### src/rtl/bc_ctx_pkg.sv
// bc_ctx_pkg: shared states, frame layout and register-file location codes for the context sequencer
package bc_ctx_pkg;
  typedef enum logic [2:0] {IDLE, SAVE_RD, SAVE_WR, RST_RD, RST_WB, DONE} state_t;
  localparam int DEF_NUM_GPR = 32;
  localparam int NUM_WORDS = DEF_NUM_GPR + 2;
  localparam int HI_IDX = DEF_NUM_GPR;
  localparam int LO_IDX = DEF_NUM_GPR + 1;
  localparam logic [2:0] LOC_GPR = 3'b000;
  localparam logic [2:0] LOC_HILO = 3'b001;
  localparam logic [2:0] LOC_RA = 3'b010;
  localparam logic [2:0] LOC_HI = 3'b011;
  localparam logic [2:0] LOC_LO = 3'b100;
endpackage

### src/rtl/bc_ctx_sequencer.sv
// bc_ctx_sequencer: saves/restores GPRs, HI and LO to a memory frame, stalling the pipeline meanwhile
module bc_ctx_sequencer import bc_ctx_pkg::*; #(
  parameter int NUM_GPR = DEF_NUM_GPR
) (
  input  logic        clk,
  input  logic        rst_n,
  input  logic        start_save,
  input  logic        start_restore,
  input  logic [31:0] base_addr,
  input  logic        cpu_reg_write,
  input  logic [4:0]  cpu_rd,
  input  logic [2:0]  cpu_loc_write,
  input  logic [31:0] cpu_write_data,
  input  logic [31:0] cpu_write_hi,
  input  logic [31:0] cpu_write_lo,
  input  logic [31:0] rf_read1,
  input  logic [31:0] rf_hi,
  input  logic [31:0] rf_lo,
  output logic [4:0]  rf_rs,
  output logic        rf_reg_write,
  output logic [4:0]  rf_rd,
  output logic [2:0]  rf_loc_write,
  output logic [31:0] rf_write_data,
  output logic [31:0] rf_write_hi,
  output logic [31:0] rf_write_lo,
  output logic        mem_req,
  output logic        mem_we,
  output logic [31:0] mem_addr,
  output logic [31:0] mem_wdata,
  input  logic [31:0] mem_rdata,
  input  logic        mem_ready,
  output logic        busy,
  output logic        cpu_stall,
  output logic        done
);
  localparam logic [5:0] HI = 6'(NUM_GPR);
  localparam logic [5:0] LAST = 6'(NUM_GPR + 1);
  state_t state;
  logic [5:0] idx;
  logic [31:0] base_q, data_q;
  logic own, gpr, last;
  assign own = state != IDLE;
  assign gpr = idx < HI;
  assign last = idx == LAST;
  assign busy = own;
  assign cpu_stall = own;
  assign mem_addr = base_q + {24'd0, idx, 2'b00};
  assign mem_wdata = data_q;
  // While busy the sequencer owns the register-file port; pipeline writes are dropped
  assign rf_rs = own && gpr ? idx[4:0] : 5'd0;
  assign rf_reg_write = own ? state == RST_WB : cpu_reg_write;
  assign rf_rd = own ? (gpr ? idx[4:0] : 5'd0) : cpu_rd;
  assign rf_loc_write = own ? (gpr ? LOC_GPR : idx == HI ? LOC_HI : LOC_LO) : cpu_loc_write;
  assign rf_write_data = own ? data_q : cpu_write_data;
  assign rf_write_hi = own ? 32'd0 : cpu_write_hi;
  assign rf_write_lo = own ? 32'd0 : cpu_write_lo;
  always_ff @(posedge clk or negedge rst_n) begin
    if (!rst_n) begin
      state <= IDLE;
      idx <= '0;
      base_q <= '0;
      data_q <= '0;
      mem_req <= 1'b0;
      mem_we <= 1'b0;
      done <= 1'b0;
    end else begin
      done <= 1'b0;
      case (state)
        IDLE: begin
          idx <= '0;
          base_q <= {base_addr[31:2], 2'b00};
          if (start_save) state <= SAVE_RD;
          else if (start_restore) begin
            state <= RST_RD;
            mem_req <= 1'b1;
            mem_we <= 1'b0;
          end
        end
        SAVE_RD: begin
          data_q <= gpr ? rf_read1 : idx == HI ? rf_hi : rf_lo;
          mem_req <= 1'b1;
          mem_we <= 1'b1;
          state <= SAVE_WR;
        end
        SAVE_WR: if (mem_ready) begin
          mem_req <= 1'b0;
          mem_we <= 1'b0;
          idx <= last ? idx : idx + 6'd1;
          done <= last;
          state <= last ? DONE : SAVE_RD;
        end
        RST_RD: if (mem_ready) begin
          data_q <= mem_rdata;
          mem_req <= 1'b0;
          state <= RST_WB;
        end
        RST_WB: begin
          idx <= last ? idx : idx + 6'd1;
          mem_req <= !last;
          done <= last;
          state <= last ? DONE : RST_RD;
        end
        DONE: state <= IDLE;
        default: state <= IDLE;
      endcase
    end
  end
endmodule

### config.mk
export PLATFORM = sky130hd
export DESIGN_NAME = bc_ctx_sequencer
export DESIGN_NICKNAME = d
export VERILOG_FILES = /design/src/rtl/bc_ctx_pkg.sv /design/src/rtl/bc_ctx_sequencer.sv
export SDC_FILE = /design/constraint.sdc
export NUM_CORES = 1
export LEC_CHECK = 0
export BUFFER_PORTS_ARGS = -buffer_cell sky130_fd_sc_hd__buf_4
export CAP_MARGIN = 0
export CORE_AREA = 10 10 165 167
export DETAILED_ROUTE_END_ITERATION = 6
export DIE_AREA = 0 0 175 177
export PLACE_DENSITY = 0.56
export SYNTH_ARGS = -nofsm -noshare
export SYNTH_HDL_FRONTEND = slang
export SYNTH_SLANG_ARGS = --single-unit
### constraint.sdc
create_clock -name clk -period 2.7 [get_ports clk]
set_clock_uncertainty 0.05 [all_clocks]
set_input_delay 0.405 -clock clk [delete_from_list [all_inputs] [get_ports clk]]
set_output_delay 0.405 -clock clk [all_outputs]
set_load 0.1 [all_outputs]
==> flow_metrics.py <==
metrics = {
    "outcome": {
        "status": "finished with violations",
        "violations": "setup timing",
    },
    "yosys": {
        "synth_area_sq_um": 5590,
        "synth_mux_area_share_pct": 0.560,
        "synthFlopType": "dfrtp_1",
        "synthAdderAreaFrac_pct": 2.37,
        "synthSimpleGateAreaFrac_pct": 31.8,
        "async_flop_share_pct": 100,
        "synth_top_family_by_area": "simple AND/OR/NAND/NOR gates",
        "synth_compound_area_share_pct": 21.7,
        "avgSynthCellArea_sq_um": 7.59,
        "syn_inst": 736,
        "synth_top_area_share_pct": 33.1,
        "synthTopCellsByArea": "dfrtp_1 (33%), nand2_1 (14%), and2_1 (7.4%)",
        "synth.largest_area_cell": "dfrtp_1",
        "synth_xor_area_share_pct": 4.86,
        "synth_edf_count": 0,
        "synthDistinctLibCells": 53,
        "ys_seq_elements": 74,
        "seq_area_frac_synth_pct": 33.1,
        "ys_warn_count": 0,
    },
    "route": {
        "ant_nets": 0,
        "vias": 7109,
        "totalWireLength_mm": 32.5,
        "drcViolationCount": 0,
        "wl_per_cell_microns": 21.2,
        "drtPass1Iterations": 4,
        "via_per_inst": 4.63,
        "drt_iter0_markers": 373,
    },
    "clock_tree": {
        "cts.htree.levels": 3,
        "cts_inserted_buffers": 9,
        "worstSkewPairLatency_ps": 330,
        "cts.sinks": 74,
        "cts_tree": "yes",
        "root_buffer": "clkbuf_16",
        "clockBufferDepth": 2,
        "clk_pin_slew_worst_paths_ps": 60,
    },
    "worst_setup_path": {
        "crit_path_end_kind": "output port",
        "r2r_setup_slack_ps": 500,
        "r2r_start": "idx[5]",
        "cp_max_fo": 7,
        "critPathKind": "flip-flop to output port",
        "critPathRequiredTime_ps": 2250,
        "worstPathArrival_ps": 2540,
        "cp-start-kind": "flip-flop",
        "critPathLaunch": "idx[0]",
    },
    "die": {
        "top_level_ports": 449,
        "fp.dieW_microns": 175,
        "rows": 57,
        "die_y_microns": 177,
        "start_util_pct": 23.3,
        "fp.coreArea_sq_um": 24000,
        "die_area_sq_um": 31000,
    },
    "placement": {
        "gp_congestion": 0.820,
        "place_ws_ps": -166,
        "port_buffers": 444,
        "place_inst": 1514,
        "dp_hpwl_mm": 26.2,
        "place_area_sq_um": 10300,
    },
    "timing": {
        "setup_slack_ps": -294,
        "final_max_slew_viol_count": 0,
        "final_hold_viol_count": 0,
        "relSlewSlack_pct": 64.9,
        "min_period_ps": 2990,
        "fin_crit_sh_pct": 111,
        "fin_setup_tns_ps": -4310,
        "finalSetupViolCount": 23,
        "clock.fmax_ghz": 0.334,
        "rsz0062_at_grt": "yes",
        "tightestPinTransition_ps": 527,
    },
    "hold_path": {
        "worst_hold_startpoint": "base_addr[15]",
        "min_path_type": "input port to flip-flop",
    },
    "job": {
        "maxCapViolations": 0,
    },
    "grt": {
        "antenna_found_initial": 1,
        "grt-ovfl-total": 0,
        "grt_max_degree": 105,
        "grt_pass1_wl_mm": 47.4,
        "grt_usage_pct": 19.7,
        "grt_pass1_vias": 7573,
    },
    "cells_and_area": {
        "drive_gt1_share_pct": 51.7,
        "area_growth_pct": 102,
        "nNetsFinal": 1486,
        "finalNonFillerCells": 1536,
        "fin_area_sq_um": 11300,
    },
}
critical path: stages, from the launching register on:
cell	delay [ps]
dfrtp_1	350
ha_2	190
inv_2	40
fa_2	360
nor2b_4	120
o211ai_1	110
buf_6	190
a2111oi_4	440
xor2_4	210
buf_12	190
registers in the layout, indices dropped and copies added, names as in the netlist:
name       cells
done           1
mem_wdata     32
idx            6
mem_we         1
mem_req        1
base_q        30
state          3
metal layers:
layer	global-route usage (%)	vias to the layer above	part of all wire [%]
met1	22.0	3340	38
met3	6.87	34	7.4
li1	-	3475	-
met4	4.10	0	1.8
met2	35.5	260	53
met5	0	-	0
synthesized netlist by cell type (6+ instances only):
master,instances
nand2_1,201
dfrtp_1,74
and2_1,66
o21ai_0,46
and3_1,39
a211oi_1,37
clkbuf_1,37
a22oi_1,32
o21ai_1,31
xor2_1,24
buf_2,18
inv_1,11
nor2_1,11
ha_1,9
a21o_1,7
a21oi_1,7
nand3_1,7
nor3_1,7
xnor2_1,7
nand4_1,6
nor4_1,6
worst paths after layout:
path | endpoint | cells after the start
max | mem_addr[24] | 9
min | base_q[15] | 3
max reg2reg | idx[0] | 6
min reg2reg | base_q[2] | 2
max in group asynchronous | idx[5] | 3
min in group asynchronous | base_q[11] | 2
cell usage in the layout (no fill, tap or decap), types with 4 or more instances in the layout:
| cell | n |
|---|---|
| buf_4 | 477 |
| nand2_1 | 192 |
| dfrtp_1 | 73 |
| and2_1 | 66 |
| o21ai_0 | 43 |
| and3_1 | 36 |
| o21ai_1 | 32 |
| a211oi_1 | 32 |
| a22oi_1 | 32 |
| buf_12 | 27 |
| xor2_4 | 23 |
| clkbuf_16 | 10 |
| inv_1 | 9 |
| nand2_2 | 9 |
| nor2_1 | 8 |
| buf_6 | 8 |
| nand3_1 | 7 |
| nand4_1 | 6 |
| a2111oi_4 | 6 |
| nor3_4 | 6 |
| a21o_1 | 6 |
| a211oi_4 | 5 |
| a21oi_1 | 5 |
| nor4_4 | 4 |
| o21ai_2 | 4 |
| ha_4 | 4 |
| ha_1 | 4 |
| buf_8 | 4 |
logic make-up (layout without fill, tap and decap cells):
logic type | count (synthesis) | after routing
mux | 3 | 3
simple gates | 363 | 363
fa+ha+maj | 10 | 10
compound gates | 182 | 182
flops | 74 | 74
xor+xnor | 31 | 31
buf+inv | 72 | 546
other cells | 1 | 3
layout make-up:
type                       count  area [sq um]
antenna                        1          2.50
clock buffer                  10           229
clock inverter                 6          65.1
fill                        2382         12700
inverter                      12          45.0
multi-input combinational    591          4390
sequential                    74          1850
tap                          324           405
timing repair buffer         518          4310
per-stage QoR:
step | hold slack (ps) | util (%)
finish | 204 | 47.2
global route | 193 | 47.2
CTS | 187 | 46.5
detailed placement | 367 | 43.1
global placement | 368 | 43.1
floorplan | 59.4 | -
timing repair:
item,in CTS,in global routing
hold buffers,1,0
endpoints found under the setup margin,25,47
resized for setup,111,22
buffers inserted,2,10
pin swaps,32,23
hold endpoints to repair,6,0
cloned,1,1
Power is not shown: default switching activity piles up to over one toggle a cycle in this logic, so the estimate is an artifact.
